File: src/rtl/komandara_axi4lite2bus.sv
// komandara_axi4lite2bus: AXI4-Lite slave to simple-bus bridge, one bus transaction in flight.
// Optional response timeout when KOMANDARA_AXI2BUS_TIMEOUT_EN is defined.
module komandara_axi4lite2bus #(
    parameter int ADDR_WIDTH     = 32,
    parameter int DATA_WIDTH     = 32,
    parameter int TIMEOUT_CYCLES = 256
) (
    input  logic                    i_clk,
    input  logic                    i_rst_n,
    input  logic [ADDR_WIDTH-1:0]   s_axi_awaddr,
    input  logic [2:0]              s_axi_awprot,
    input  logic                    s_axi_awvalid,
    output logic                    s_axi_awready,
    input  logic [DATA_WIDTH-1:0]   s_axi_wdata,
    input  logic [DATA_WIDTH/8-1:0] s_axi_wstrb,
    input  logic                    s_axi_wvalid,
    output logic                    s_axi_wready,
    output logic [1:0]              s_axi_bresp,
    output logic                    s_axi_bvalid,
    input  logic                    s_axi_bready,
    input  logic [ADDR_WIDTH-1:0]   s_axi_araddr,
    input  logic [2:0]              s_axi_arprot,
    input  logic                    s_axi_arvalid,
    output logic                    s_axi_arready,
    output logic [DATA_WIDTH-1:0]   s_axi_rdata,
    output logic [1:0]              s_axi_rresp,
    output logic                    s_axi_rvalid,
    input  logic                    s_axi_rready,
    output logic                    o_req,
    output logic                    o_we,
    output logic [ADDR_WIDTH-1:0]   o_addr,
    output logic [DATA_WIDTH-1:0]   o_wdata,
    output logic [DATA_WIDTH/8-1:0] o_wstrb,
    input  logic                    i_gnt,
    input  logic                    i_rvalid,
    input  logic [DATA_WIDTH-1:0]   i_rdata,
    input  logic                    i_err
);
    localparam int SW = DATA_WIDTH / 8;

    typedef enum logic [2:0] {ST_IDLE, ST_REQ, ST_WAIT_RSP, ST_RRESP, ST_BRESP} state_t;

    state_t                state, state_nxt, done_st;
    logic                  aw_full, w_full, ar_full, last_wr;
    logic [ADDR_WIDTH-1:0] aw_addr, ar_addr;
    logic [DATA_WIDTH-1:0] w_data;
    logic [SW-1:0]         w_strb;
    logic                  wr_pend, rd_pend, pick_wr, launch, rsp, timeout, tmo_fire;
    logic                  unused_prot;

    assign unused_prot = ^{s_axi_awprot, s_axi_arprot};

`ifdef KOMANDARA_AXI2BUS_TIMEOUT_EN
    localparam int CW = $clog2(TIMEOUT_CYCLES + 1);
    logic [CW-1:0] cnt;
    always_ff @(posedge i_clk or negedge i_rst_n)
        if (!i_rst_n) cnt <= '0;
        else if (launch) cnt <= '0;
        else if (state == ST_REQ || state == ST_WAIT_RSP) cnt <= cnt + 1'b1;
    // fires on the cycle whose increment makes the counter reach TIMEOUT_CYCLES
    assign timeout = (state == ST_REQ || state == ST_WAIT_RSP) && cnt == CW'(TIMEOUT_CYCLES - 1);
`else
    assign timeout = 1'b0;
`endif

    always_comb begin
        wr_pend  = aw_full && w_full;
        rd_pend  = ar_full;
        pick_wr  = wr_pend && !(rd_pend && last_wr);
        launch   = state == ST_IDLE && (wr_pend || rd_pend);
        rsp      = state == ST_WAIT_RSP && i_rvalid;
        tmo_fire = timeout && !(state == ST_REQ && i_gnt) && !rsp;
        done_st  = o_we ? ST_BRESP : ST_RRESP;
    end

    always_ff @(posedge i_clk or negedge i_rst_n)
        if (!i_rst_n) state <= ST_IDLE;
        else state <= state_nxt;

    always_comb begin
        state_nxt = state;
        case (state)
            ST_IDLE:     state_nxt = launch ? ST_REQ : ST_IDLE;
            ST_REQ:      state_nxt = i_gnt ? ST_WAIT_RSP : (timeout ? done_st : ST_REQ);
            ST_WAIT_RSP: state_nxt = (i_rvalid || timeout) ? done_st : ST_WAIT_RSP;
            ST_RRESP:    state_nxt = s_axi_rready ? ST_IDLE : ST_RRESP;
            ST_BRESP:    state_nxt = s_axi_bready ? ST_IDLE : ST_BRESP;
            default:     state_nxt = ST_IDLE;
        endcase
    end

    always_comb begin
        o_req         = state == ST_REQ;
        s_axi_rvalid  = state == ST_RRESP;
        s_axi_bvalid  = state == ST_BRESP;
        s_axi_awready = !aw_full;
        s_axi_wready  = !w_full;
        s_axi_arready = !ar_full;
    end

    always_ff @(posedge i_clk or negedge i_rst_n) begin
        if (!i_rst_n) begin
            aw_full     <= 1'b0;
            w_full      <= 1'b0;
            ar_full     <= 1'b0;
            last_wr     <= 1'b0;
            aw_addr     <= '0;
            ar_addr     <= '0;
            w_data      <= '0;
            w_strb      <= '0;
            o_we        <= 1'b0;
            o_addr      <= '0;
            o_wdata     <= '0;
            o_wstrb     <= '0;
            s_axi_bresp <= 2'b00;
            s_axi_rresp <= 2'b00;
            s_axi_rdata <= '0;
        end else begin
            if (s_axi_awvalid && !aw_full) begin
                aw_full <= 1'b1;
                aw_addr <= s_axi_awaddr;
            end
            if (s_axi_wvalid && !w_full) begin
                w_full <= 1'b1;
                w_data <= s_axi_wdata;
                w_strb <= s_axi_wstrb;
            end
            if (s_axi_arvalid && !ar_full) begin
                ar_full <= 1'b1;
                ar_addr <= s_axi_araddr;
            end
            // launch only empties full buffers, which cannot be refilled in the same cycle
            if (launch) begin
                last_wr <= (wr_pend && rd_pend) ? !last_wr : last_wr;
                o_we    <= pick_wr;
                o_addr  <= pick_wr ? aw_addr : ar_addr;
                o_wdata <= pick_wr ? w_data : '0;
                o_wstrb <= pick_wr ? w_strb : '0;
                if (pick_wr) begin
                    aw_full <= 1'b0;
                    w_full  <= 1'b0;
                end else begin
                    ar_full <= 1'b0;
                end
            end
            if (rsp || tmo_fire) begin
                if (o_we) begin
                    s_axi_bresp <= rsp ? {i_err, 1'b0} : 2'b10;
                end else begin
                    s_axi_rdata <= rsp ? i_rdata : '0;
                    s_axi_rresp <= rsp ? {i_err, 1'b0} : 2'b10;
                end
            end
        end
    end
endmodule

File: config.mk
export PLATFORM = sky130hd
export DESIGN_NAME = komandara_axi4lite2bus
export DESIGN_NICKNAME = d
export VERILOG_FILES = /design/src/rtl/komandara_axi4lite2bus.sv
export SDC_FILE = /design/constraint.sdc
export NUM_CORES = 1
export LEC_CHECK = 0
export CORE_ASPECT_RATIO = 1.1
export CORE_UTILIZATION = 46
export DETAILED_ROUTE_END_ITERATION = 7
export HOLD_SLACK_MARGIN = 0.02
export MAX_ROUTING_LAYER = met4
export PLACE_DENSITY = 0.91
export SYNTH_ARGS = -nofsm -noshare
export SYNTH_HDL_FRONTEND = slang
export SYNTH_SLANG_ARGS = --single-unit
export TNS_END_PERCENT = 30
File: constraint.sdc
create_clock -name i_clk -period 2.1 [get_ports i_clk]
set_input_delay 0.42 -clock i_clk [delete_from_list [all_inputs] [get_ports i_clk]]
set_output_delay 0.42 -clock i_clk [all_outputs]
set_load 0.02 [all_outputs]
==> out/qor.csv <==
metric,value,unit
status,"finished, final reports clean",
CP Capture Type,output port,
largest family of logic cells by synthesized area,compound AO/OA/AOI/OAI gates,
root buffer cell,clkbuf_16,
period utilization,95.7,%
GR peak layer,met2,
Layout Skew,7.17,ps
Rows,50,
unrepaired setup endpoints after global routing,false,
critical-path cell list,clkdlybuf4s50_1,
drt via density,5.14,
I/O Buffers,250,
Worst Path Buf+Inv,1,
initial antenna violation count,1,
Crit Path Max Fanout,6,
Yosys top cell by area,dfrtp_1,
DR iter-0 viols,219,
global-route wire length before repair,33000,um
sequential power share,38.9,%
Seq cells post-synth,210,
Worst-Margin Slew,590,ps
hold crit path type,flop to flop,
GR Layer Usage met3,5.96,%
Die W,129,um
DRC Markers,0,
critical path required time,1680,ps
GRT Total Usage,23.9,%
"Arr. time, crit path",1590,ps
Nets,1062,
# clock sinks,210,
Post-synth EDFFs,0,
routability cong.,0.731,
GRT Residual Overflow,0,
met1 usage,28.4,%
XOR/XNOR Fraction of Synth Area,0.108,%
Synth area leaders,"dfrtp_1 (65%), mux2_2 (9.4%), o21ai_0 (5.8%), a22o_1 (3.9%), o221ai_1 (3.5%)",
asr flop ratio synth,100,%
vias in the first global route,6561,
Peak supply drop,921,uV
Gate Count Post-Synth,659,
Post-Synth Simple-Gate Area,5.27,%
max-cap violations,0,
total iterations of the first detailed-routing run,4,
hpwl dp,14100,um
largest net degree at the start of global routing,70,
antenna violation net count after detailed routing,0,
Fin Setup TNS,0,ps
mean area per synthesized cell,12.3,um^2
Clk pwr share,19.6,%
TritonCTS clock tree,done,
Netlist Area Pre-Place,0.00811,mm^2
Tmin final,2010,ps
CP top delay family,buffers and inverters,
Die H,141,um
Adder-Cell Fraction of Synth Area,0,%
Slowest cell on crit path,clkdlybuf4s50_1,
Filler Cells Inserted,1244,
Psw,6.12,mW
Yosys Warn Count,0,
Num CTS Buffers,21,
Yosys top cell area share,64.8,%
Net Sw Frac,35.2,%
Synth Area in Compound Gates,14.0,%
share of cells above drive strength 1,14.7,%
wire per inst,17.9,um
# IOs,259,
Initial Util,47.3,%
sequential share of the synthesized area,64.8,%
H-tree levels,1,
setup violators final,0,
Rel. slew slack,60.7,%
Core Region,0.0171,mm^2
Area Growth Syn to Fin,43.2,%
grt met2 use,40.4,%
total power,17.4,mW
die area,0.0182,mm^2
total leakage power,5.10,nW
crit start category,flop,
CTS max path bufs,3,
Max Clk Rate,0.498,GHz
Max Slew Vio Count,0,
vias,5973,
final wirelength,20800,um
setup bufs post-CTS,0,
"Clk pin slew, worst setup/hold paths",60,ps
mux cell area share after synthesis,9.84,%
Crit path largest cell delay,650,ps
clk_lat worst skew,480,ps
WS Path Type,flop to output port,
Gate power share,41.5,%
"Hold Vio Cnt, Final",0,
PwrDens,1500,mW/mm^2
ys flop type,dfrtp_1,
Cell Int Power,11.3,mW
synth unique cells,37,
layout make-up:
class | instances | area, um^2 | share of cell area (%)
Clock inverter | 7 | 37.5 | 0.323
Sequential cell | 210 | 5260 | 45.2
Clock buffer | 28 | 582 | 5.01
Antenna cell | 1 | 2.50 | 0.0215
Timing Repair Buffer | 277 | 2780 | 23.9
Tap cell | 234 | 293 | 2.52
Multi-Input combinational cell | 337 | 2420 | 20.8
Inverter | 67 | 251 | 2.16
cells in the mapped netlist (all sizes together), types with 2 or more instances:
master and n:
dfrtp 210, nand3 3, inv 67, nor2b 3, nand4b 2, a21oi 3
nor2 5, o21ai 97, clkbuf 18, mux2 70, nor3b 2, nand2 67
buf 28, a22o 36, o221ai 32, nand3b 2
layout by cell type, fill, tap and decap left out, types with 4 or more instances in the layout:
| cell | instances |
|---|---|
| a22o_1 | 36 |
| buf_12 | 6 |
| buf_4 | 20 |
| clkbuf_1 | 4 |
| clkbuf_16 | 21 |
| clkbuf_8 | 4 |
| clkdlybuf4s50_1 | 244 |
| clkinv_2 | 6 |
| dfrtp_1 | 210 |
| dlygate4sd2_1 | 5 |
| inv_1 | 67 |
| mux2_2 | 68 |
| nand2_1 | 67 |
| nor2_1 | 4 |
| o21ai_0 | 94 |
| o221ai_1 | 32 |
worst paths after layout:
path                       slack [ps]       startpoint  cells past startpoint         endpoint
max                                90             o_we                      1             o_we
min                               490  s_axi_rdata[30]                      1  s_axi_rdata[30]
max reg2reg                       330         state[1]                      5       o_addr[10]
min reg2reg                       490  s_axi_rdata[30]                      1  s_axi_rdata[30]
max in group asynchronous         860          i_rst_n                      3      aw_addr[13]
min in group asynchronous         500          i_rst_n                      2  s_axi_rdata[23]
timing repair:
item / in CTS / in global routing
hold buffers: 1 / 0
endpoints found under the setup margin: 5 / 0
hold endpoints to repair: 61 / 0
gates resized for setup: 5 / 0
logic make-up after synthesis:
group                  after synthesis
buffers and inverters              113
multiplexers                        71
XOR/XNOR                             1
other                                1
AND/OR/NAND/NOR                     91
flip-flops                         210
AO/OA/AOI/OAI                      172
power groups by stage:
stage / registers, mW / clock network [mW] / logic, mW
2_1_floorplan: 7.63 / 0 / 3.17
3_3_place_gp: 6.72 / 0 / 6.99
3_5_place_dp: 6.81 / 0 / 7.27
4_1_cts: 6.77 / 3.49 / 7.29
5_1_grt: 6.97 / 3.64 / 7.78
6_report: 6.77 / 3.41 / 7.21
per-stage QoR:
step                instance area (um^2)  setup WS, ps  hold WS (ps)  utilization [%]  std cells
floorplan                           8120           553           124                -        660
CTS                                11600          83.5           480             67.8       1160
global placement                   11000           187           457             64.1       1124
global route                       11600          37.2           497             67.8       1161
detailed placement                 11000           177           461             64.1       1124
finish                             11600          90.1           490             67.8       1161
state kept, by name, indices dropped and copies added, names as in the netlist, 3 cells and up:
| register | count |
|---|---|
| w_strb | 4 |
| ar_addr | 32 |
| s_axi_rdata | 32 |
| o_wstrb | 4 |
| state | 3 |
| o_addr | 32 |
| w_data | 32 |
| o_wdata | 32 |
| aw_addr | 32 |
per-layer routing:
metal | routed length, um | part of all wire, %
met1 | 8240 | 40
met2 | 10500 | 51
met3 | 1630 | 7.9
met4 | 361 | 1.7
met5 | 0 | 0
No activity file was read; power rests on OpenSTA's default activity.
